File: src/rtl/present_ctr_ctrl_pkg.sv
// present_pkg: shared widths, FSM states and counter increment (PRESENT_CTR_NONCE_EN keeps counter[63:32] as a fixed nonce)
package present_pkg;
  localparam int KEY_W = 80;
  localparam int BLK_W = 64;
  typedef enum logic [1:0] {NOKEY, READY, WAIT, OUT} state_t;
  function automatic logic [BLK_W-1:0] ctr_inc(input logic [BLK_W-1:0] c);
`ifdef PRESENT_CTR_NONCE_EN
    return {c[63:32], c[31:0] + 32'd1};
`else
    return c + 64'd1;
`endif
  endfunction
endpackage

File: src/rtl/present_ctr_ctrl_inc.sv
// present_ctr_inc: counter register with load and post-use increment; base is the value the current block uses
module present_ctr_inc
  import present_pkg::*;
(
  input  logic             clk,
  input  logic             rst,
  input  logic             load,
  input  logic             inc,
  input  logic [BLK_W-1:0] d,
  output logic [BLK_W-1:0] base
);
  logic [BLK_W-1:0] cnt;
  assign base = load ? d : cnt;
  // load wins over the stored value, and a consumed block advances past whichever value it used
  always_ff @(posedge clk)
    cnt <= rst ? '0 : inc ? ctr_inc(base) : base;
endmodule

File: src/rtl/present_ctr_ctrl.sv
// present_ctr_ctrl: counter-mode front end for PRESENT-80 (optional PRESENT_CTR_NONCE_EN fixes counter[63:32])
module present_ctr_ctrl
  import present_pkg::*;
#(
  parameter int CORE_LAT = 2,
  parameter int CNT_W    = BLK_W
) (
  input  logic             clk,
  input  logic             rst,
  input  logic             key_load,
  input  logic [KEY_W-1:0] key_in,
  input  logic             iv_load,
  input  logic [CNT_W-1:0] iv_in,
  input  logic             pt_valid,
  output logic             pt_ready,
  input  logic [BLK_W-1:0] pt_data,
  output logic             ct_valid,
  input  logic             ct_ready,
  output logic [BLK_W-1:0] ct_data,
  output logic [KEY_W-1:0] core_K,
  output logic [BLK_W-1:0] core_M,
  input  logic [BLK_W-1:0] core_C,
  output logic             busy
);
  localparam int WW = $clog2(CORE_LAT + 1);
  state_t           state;
  logic [WW-1:0]    wcnt;
  logic [BLK_W-1:0] pt_reg;
  logic [CNT_W-1:0] ctr_base;
  logic             cfg;
  assign cfg      = (state == NOKEY) || (state == READY);
  assign pt_ready = state == READY;
  assign busy     = (state == WAIT) || (state == OUT);
  present_ctr_inc u_ctr (
    .clk  (clk),
    .rst  (rst),
    .load (cfg && iv_load),
    .inc  (pt_ready && pt_valid),
    .d    (iv_in),
    .base (ctr_base)
  );
  // control FSM; core_C is sampled one edge after the core has had CORE_LAT full cycles of stable inputs
  always_ff @(posedge clk) begin
    if (rst) begin
      state    <= NOKEY;
      wcnt     <= '0;
      pt_reg   <= '0;
      core_K   <= '0;
      core_M   <= '0;
      ct_data  <= '0;
      ct_valid <= 1'b0;
    end else begin
      if (cfg && key_load) core_K <= key_in;
      case (state)
        NOKEY: if (key_load) state <= READY;
        READY: if (pt_valid) begin
          pt_reg <= pt_data;
          core_M <= ctr_base;
          wcnt   <= WW'(CORE_LAT);
          state  <= WAIT;
        end
        WAIT: begin
          wcnt <= wcnt - WW'(1);
          if (wcnt == '0) begin
            ct_data  <= pt_reg ^ core_C;
            ct_valid <= 1'b1;
            state    <= OUT;
          end
        end
        OUT: if (ct_ready) begin
          ct_valid <= 1'b0;
          state    <= READY;
        end
        default: state <= NOKEY;
      endcase
    end
  end
endmodule

File: config.mk
export PLATFORM = sky130hd
export DESIGN_NAME = present_ctr_ctrl
export DESIGN_NICKNAME = d
export VERILOG_FILES = /design/src/rtl/present_ctr_ctrl_pkg.sv /design/src/rtl/present_ctr_ctrl_inc.sv /design/src/rtl/present_ctr_ctrl.sv
export SDC_FILE = /design/constraint.sdc
export NUM_CORES = 1
export LEC_CHECK = 0
export ABC_AREA = 0
export CAP_MARGIN = 30
export CORE_MARGIN = 8
export CORE_UTILIZATION = 50
export CTS_CLUSTER_DIAMETER = 60
export DETAILED_ROUTE_END_ITERATION = 12
export GPL_TIMING_DRIVEN = 0
export PLACE_DENSITY = 0.86
export SYNTH_ARGS = -nofsm -noshare
export SYNTH_HDL_FRONTEND = slang
export SYNTH_SLANG_ARGS = --single-unit
File: constraint.sdc
create_clock -name clk -period 8.85 [get_ports clk]
set_input_delay 1.77 -clock clk [delete_from_list [all_inputs] [get_ports clk]]
set_output_delay 1.77 -clock clk [all_outputs]
set_load 0.05 [all_outputs]
### Yosys cells after proc, flatten, opt, wreduce, memory -nomap -nowiden

Index checks and enable logic that the tools add are counted.

* register bits after elaboration: 341
* output and inout port bits: 211
* logic and storage cells: 43
* input bits: 278

* bitwise gates (word level): 1
* equality and inequality tests: 7
* reduce and logical (&&, ||, !) cells: 14
* muxes and demuxes: 11
* add/subtract/negate cells: 2

Operators by type and width (number)
* $mux W64: 2
* $add A64 B1 Y64 const B: 1
* $xor A64 B64 Y64: 1
* $mux W2: 4
* $pmux W2 S4: 1
* $ne A2 B2 Y1 const B: 3
* $reduce_and A2 Y1: 3
* $eq A2 B2 Y1 const B: 2
* $logic_not A2 Y1: 2
* $pmux W2 S2: 1
* $reduce_and A4 Y1: 1
* $reduce_bool A2 Y1: 2
* $logic_and A1 B1 Y1: 3
* $reduce_and A3 Y1: 1
* $eq A2 B1 Y1 const B: 1
* $logic_or A1 B1 Y1: 2
* $mux W1: 2
* $ne A2 B1 Y1 const B: 1
* $pmux W1 S2: 1
* $sub A2 B1 Y2 const B: 1

### Logic depth before layout (Yosys ltp)

* depth after elaboration: 6
* gate-level depth with buffers: 17
* mapped depth without buffers: 12

### Hierarchy

From an unflattened synthesis, not the netlist that was laid out.

* cell total of the unflattened synthesis: 1753
* area, all modules: 14866.8 sq um

Modules (own cells, without submodules)
* present_ctr_ctrl: area an instance 10233.6 sq um, seq. area each 5545.3 sq um, cells each 1223, instances 1
* present_ctr_inc: area an instance 4633.2 sq um, seq. area each 1281.2 sq um, cells each 530, instances 1

### Worst setup path before layout

No wires, ideal clock.

* path type: input to register
* start: input port iv_load
* end: register u_ctr.cnt[44]
* stages: 14
* setup time: 0.123 ns
* data required time: 8.727 ns
* data arrival time: 4.458 ns
* buffers on the path: 4
* path slack: 4.269 ns
* cell sequence: o21a_4 > buf_6 > buf_2 > buf_2 > buf_2 > mux2i_1 > inv_1 > ha_1 > nand3_1 > nor2_1 > o211ai_2 > nor3_2 > and3b_1 > mux2_1

* longest elaborated chain between the ends: 4

RTL lines
* from (decl): line present_ctr_ctrl.sv:12 `input logic iv_load,`
* $logic_and A1 B1 Y1: line present_ctr_ctrl.sv:37 `.load (cfg && iv_load),`
* $mux W64: line present_ctr_ctrl_inc.sv:13 `assign base = load ? d : cnt;`
* named net ctr_base[0]: line present_ctr_ctrl.sv:29 `logic [CNT_W-1:0] ctr_base;`
* $add A64 B1 Y64: line present_ctr_ctrl_pkg.sv:10 `return c + 64'd1;`
* $mux W64: line present_ctr_ctrl_inc.sv:16 `cnt <= rst ? '0 : inc ? ctr_inc(base) : base;`
* to (signal assigned): line present_ctr_ctrl_inc.sv:16
* to (decl): line present_ctr_ctrl_inc.sv:12 `logic [BLK_W-1:0] cnt;`

The timed path passes the listed nets, and every way through them passes these cells.
A chain may end at the register's enable or synchronous reset.

### Final worst setup path

Ends and elaborated chain as after synthesis.

==> results by group <==
Hold path
  – Worst min path class: reg -> reg
  – Hold_sp: core_K[13]$_SDFFE_PP0P_

Power and ir drop
  – Pleak: 7.65 nW
  – Comb pwr share: 0.435
  – Sw Share: 0.428
  – Peak supply drop: 0.218 mV
  – Internal: 0.00373 W
  – Pwr dens: 299 mW/mm^2
  – Clk pwr share: 0.245
  – Flop pwr share: 0.320
  – Net Sw Power: 0.00279 W

Route
  – Routed length per placed instance: 24.1 um
  – Vias per Instance: 5.90
  – Via count: 16400
  – DRC Markers: 0
  – DR iter-0 viols: 1663
  – Wirelength, routed: 66800 um
  – Detail Route Antenna Nets: 0
  – First-pass iteration count of the detailed router: 6

Synthesis
  – Register bit count reported by yosys: 341
  – Number of enable flip-flop cells after synthesis: 0
  – Syn Nets: 2099
  – Warnings, synthesis: 0
  – Post-Synthesis Cell Area: 0.0151 sq mm
  – Synthesized instance count: 1814
  – Main synth FF type: dfxtp_1
  – Most frequent cell after synthesis: nand2_1
  – Post-synthesis cell type count: 68
  – Largest area contributor in the netlist: dfxtp_1
  – Synth Area per Inst: 8.33 sq um
  – Asr flop ratio synth: 0
  – Largest cells by area after synthesis: dfxtp_1, nand2_1, a211oi_1
  – Most instantiated cells after synthesis: nand2_1, dfxtp_1, nor2_1
  – Sequential share of the synthesized area: 0.452
  – Yosys top cell area share: 0.452

Timing
  – Unrepaired setup endpoints after global routing: false
  – Fmax: 168 MHz
  – Final Max Tran Viols: 0
  – Setup TNS: 0 ns
  – Tightest Pin Transition: 0.914 ns
  – Post-route setup slack: 2.89 ns
  – Final Cycle Share: 0.673
  – Final Skew: 0.0150 ns
  – Relative slew slack: 0.391
  – Period minus WS final: 5.96 ns
  – Final Hold Viols: 0
  – Setup-failing EPs final: 0

Run status
  – Status: completed

Worst setup path
  – Startpoint Class: input pin
  – CP required: 9.26 ns
  – Crit path DAT: 6.37 ns
  – Launch point of the worst reg-to-reg path: state[1]$_SDFFE_PP0P_
  – Max stage delay on crit path: 0.61 ns
  – Critical path type: in -> reg
  – Critical path's slowest cell: clkdlybuf4s50_1
  – CP dominant cell by count: buf_2
  – Critical path, cell by cell: clkdlybuf4s50_1, o21a_4, buf_6, buf_2, buf_2, buf_2, mux2i_1, inv_1, ha_1, nand3_1, nor2_1, o211ai_2, nor3_2, and3b_1, mux2_1
  – Critical path endpoint category: flip-flop
  – CP startpoint: iv_load
  – Crit path max fanout: 10

Floorplanning
  – Die Span Y: 190 um
  – Num rows: 63
  – Core region area: 0.0297 sq mm
  – Top Ports: 489
  – Initial Utilization: 0.508
  – Die footprint: 0.0360 sq mm
  – Die X: 190 um

Job
  – Max-cap violations: 0

Clock network
  – H-tree levels: 2
  – CTS max path bufs: 3
  – Clock Sink Count: 341
  – # Post-CTS Setup Buffers: 0
  – Clock latency on the worst-skew pair: 0.52 ns
  – Post-cts sizing count: 0
  – Hold buffers post-CTS: 0
  – CTS tree: yes
  – Root Driver: clkbuf_16
  – Clk pin slew, worst setup/hold paths: 0.06 ns
  – TritonCTS Buffers: 38

Global route
  – First-pass GRT wire length: 98000 um
  – Total GRT Usage: 0.352
  – Vias in the first global route: 16200
  – Initial antenna violation count: 14
  – Grt ovf: 0
  – Largest net degree at the start of global routing: 14

Place
  – Placer congestion estimate: 1.01
  – Buffers on Ports: 487
  – Placed Instances: 2691
  – Setup WS pre-CTS: 2.55 ns
  – DPL Wire Length: 51500 um

Layout
  – FF/Latch Area: 0.00683 sq mm
  – Multi-input logic area: 0.00772 sq mm
  – Biggest register: core_K
  – Syn-to-layout area delta: 44.2%
  – Final instance count without filler cells: 2773
  – Max reg flops: 80
  – Layout cell share with drive strength beyond 1: 0.0511
  – Fill cells: 2220
  – Final #Nets: 2627
==> path summary, 6_finish.rpt <==
path,endpoint,slack (ns),cells past startpoint
setup reg to reg,u_ctr.cnt[44]$_SDFF_PP0_,3.99,17
hold / removal,core_K[13]$_SDFFE_PP0P_,0.45,2
setup / recovery,u_ctr.cnt[44]$_SDFF_PP0_,2.89,15
hold reg to reg,core_K[13]$_SDFFE_PP0P_,0.45,2
==> stage by stage <==
step | cell area [sq um] | hold WS [ns] | power (W) | utilization
floorplan | 15100 | 0.430 | 0.00383 | -
global placement | 20500 | 0.440 | 0.00483 | 0.689
detailed placement | 20500 | 0.447 | 0.00488 | 0.689
CTS | 21700 | 0.454 | 0.00648 | 0.731
global route | 21800 | 0.467 | 0.00676 | 0.733
finish | 21800 | 0.454 | 0.00652 | 0.733
==> layer usage <==
layer	wire length (um)	part of all wire	global-route usage
met1	24200	0.36	0.399
met2	31600	0.47	0.586
met3	7260	0.11	0.112
met4	3760	0.056	0.184
met5	28	0.00042	0
==> power groups by stage <==
stage                     logic (W)  registers [W]  clock network, W
after detailed placement    0.00278        0.00210                 0
after global routing        0.00298        0.00211           0.00167
after CTS                   0.00281        0.00207           0.00160
after global placement      0.00274        0.00208                 0
final                       0.00283        0.00208           0.00160
after floorplan             0.00102        0.00281                 0
==> worst max-delay path: cells and delay by family <==
family,cells,cell delay [ns]
buffers and inverters,6,2.01
AND/OR/NAND/NOR,4,1.29
multiplexers,2,0.50
AO/OA/AOI/OAI,2,0.59
adder cells (fa/ha/maj),1,0.17
==> cells by family after synthesis <==
| family | share of synthesized area |
|---|---|
| adder cells (fa/ha/maj) | 0.00580 |
| AND/OR/NAND/NOR | 0.239 |
| flip-flops | 0.452 |
| XOR/XNOR | 0.0615 |
| AO/OA/AOI/OAI | 0.160 |
| multiplexers | 0.0451 |
| buffers and inverters | 0.0370 |
==> final cells by class <==
| cell class | count | area share |
|---|---|---|
| Clock inverter | 13 | 0.00557 |
| Buffer | 120 | 0.0233 |
| Sequential cell | 341 | 0.313 |
| Antenna cell | 13 | 0.00149 |
| Timing Repair Buffer | 488 | 0.224 |
| Multi-Input combinational cell | 1339 | 0.354 |
| Tap cell | 390 | 0.0224 |
| Clock buffer | 55 | 0.0526 |
| Inverter | 14 | 0.00241 |
==> placed cells by master (no fill, tap or decap), types with 15 or more instances in the layout <==
cell type        Yosys  final
nand2_1            354    354
a21oi_1            159    159
buf_2               15     15
nand4_1             29     29
nor4_1              21     21
nand3_1             36     36
xor2_1              23     23
clkdlybuf4s50_1      0    487
dfxtp_1            341    341
mux2i_1             59     59
clkbuf_16            0     39
clkbuf_1            94     99
nor2_1             227    227
nor3_1              39     39
a211oi_1           130    130
xnor2_1             83     83
and3_1              20     20
No activity file was read; power rests on OpenSTA's default activity.
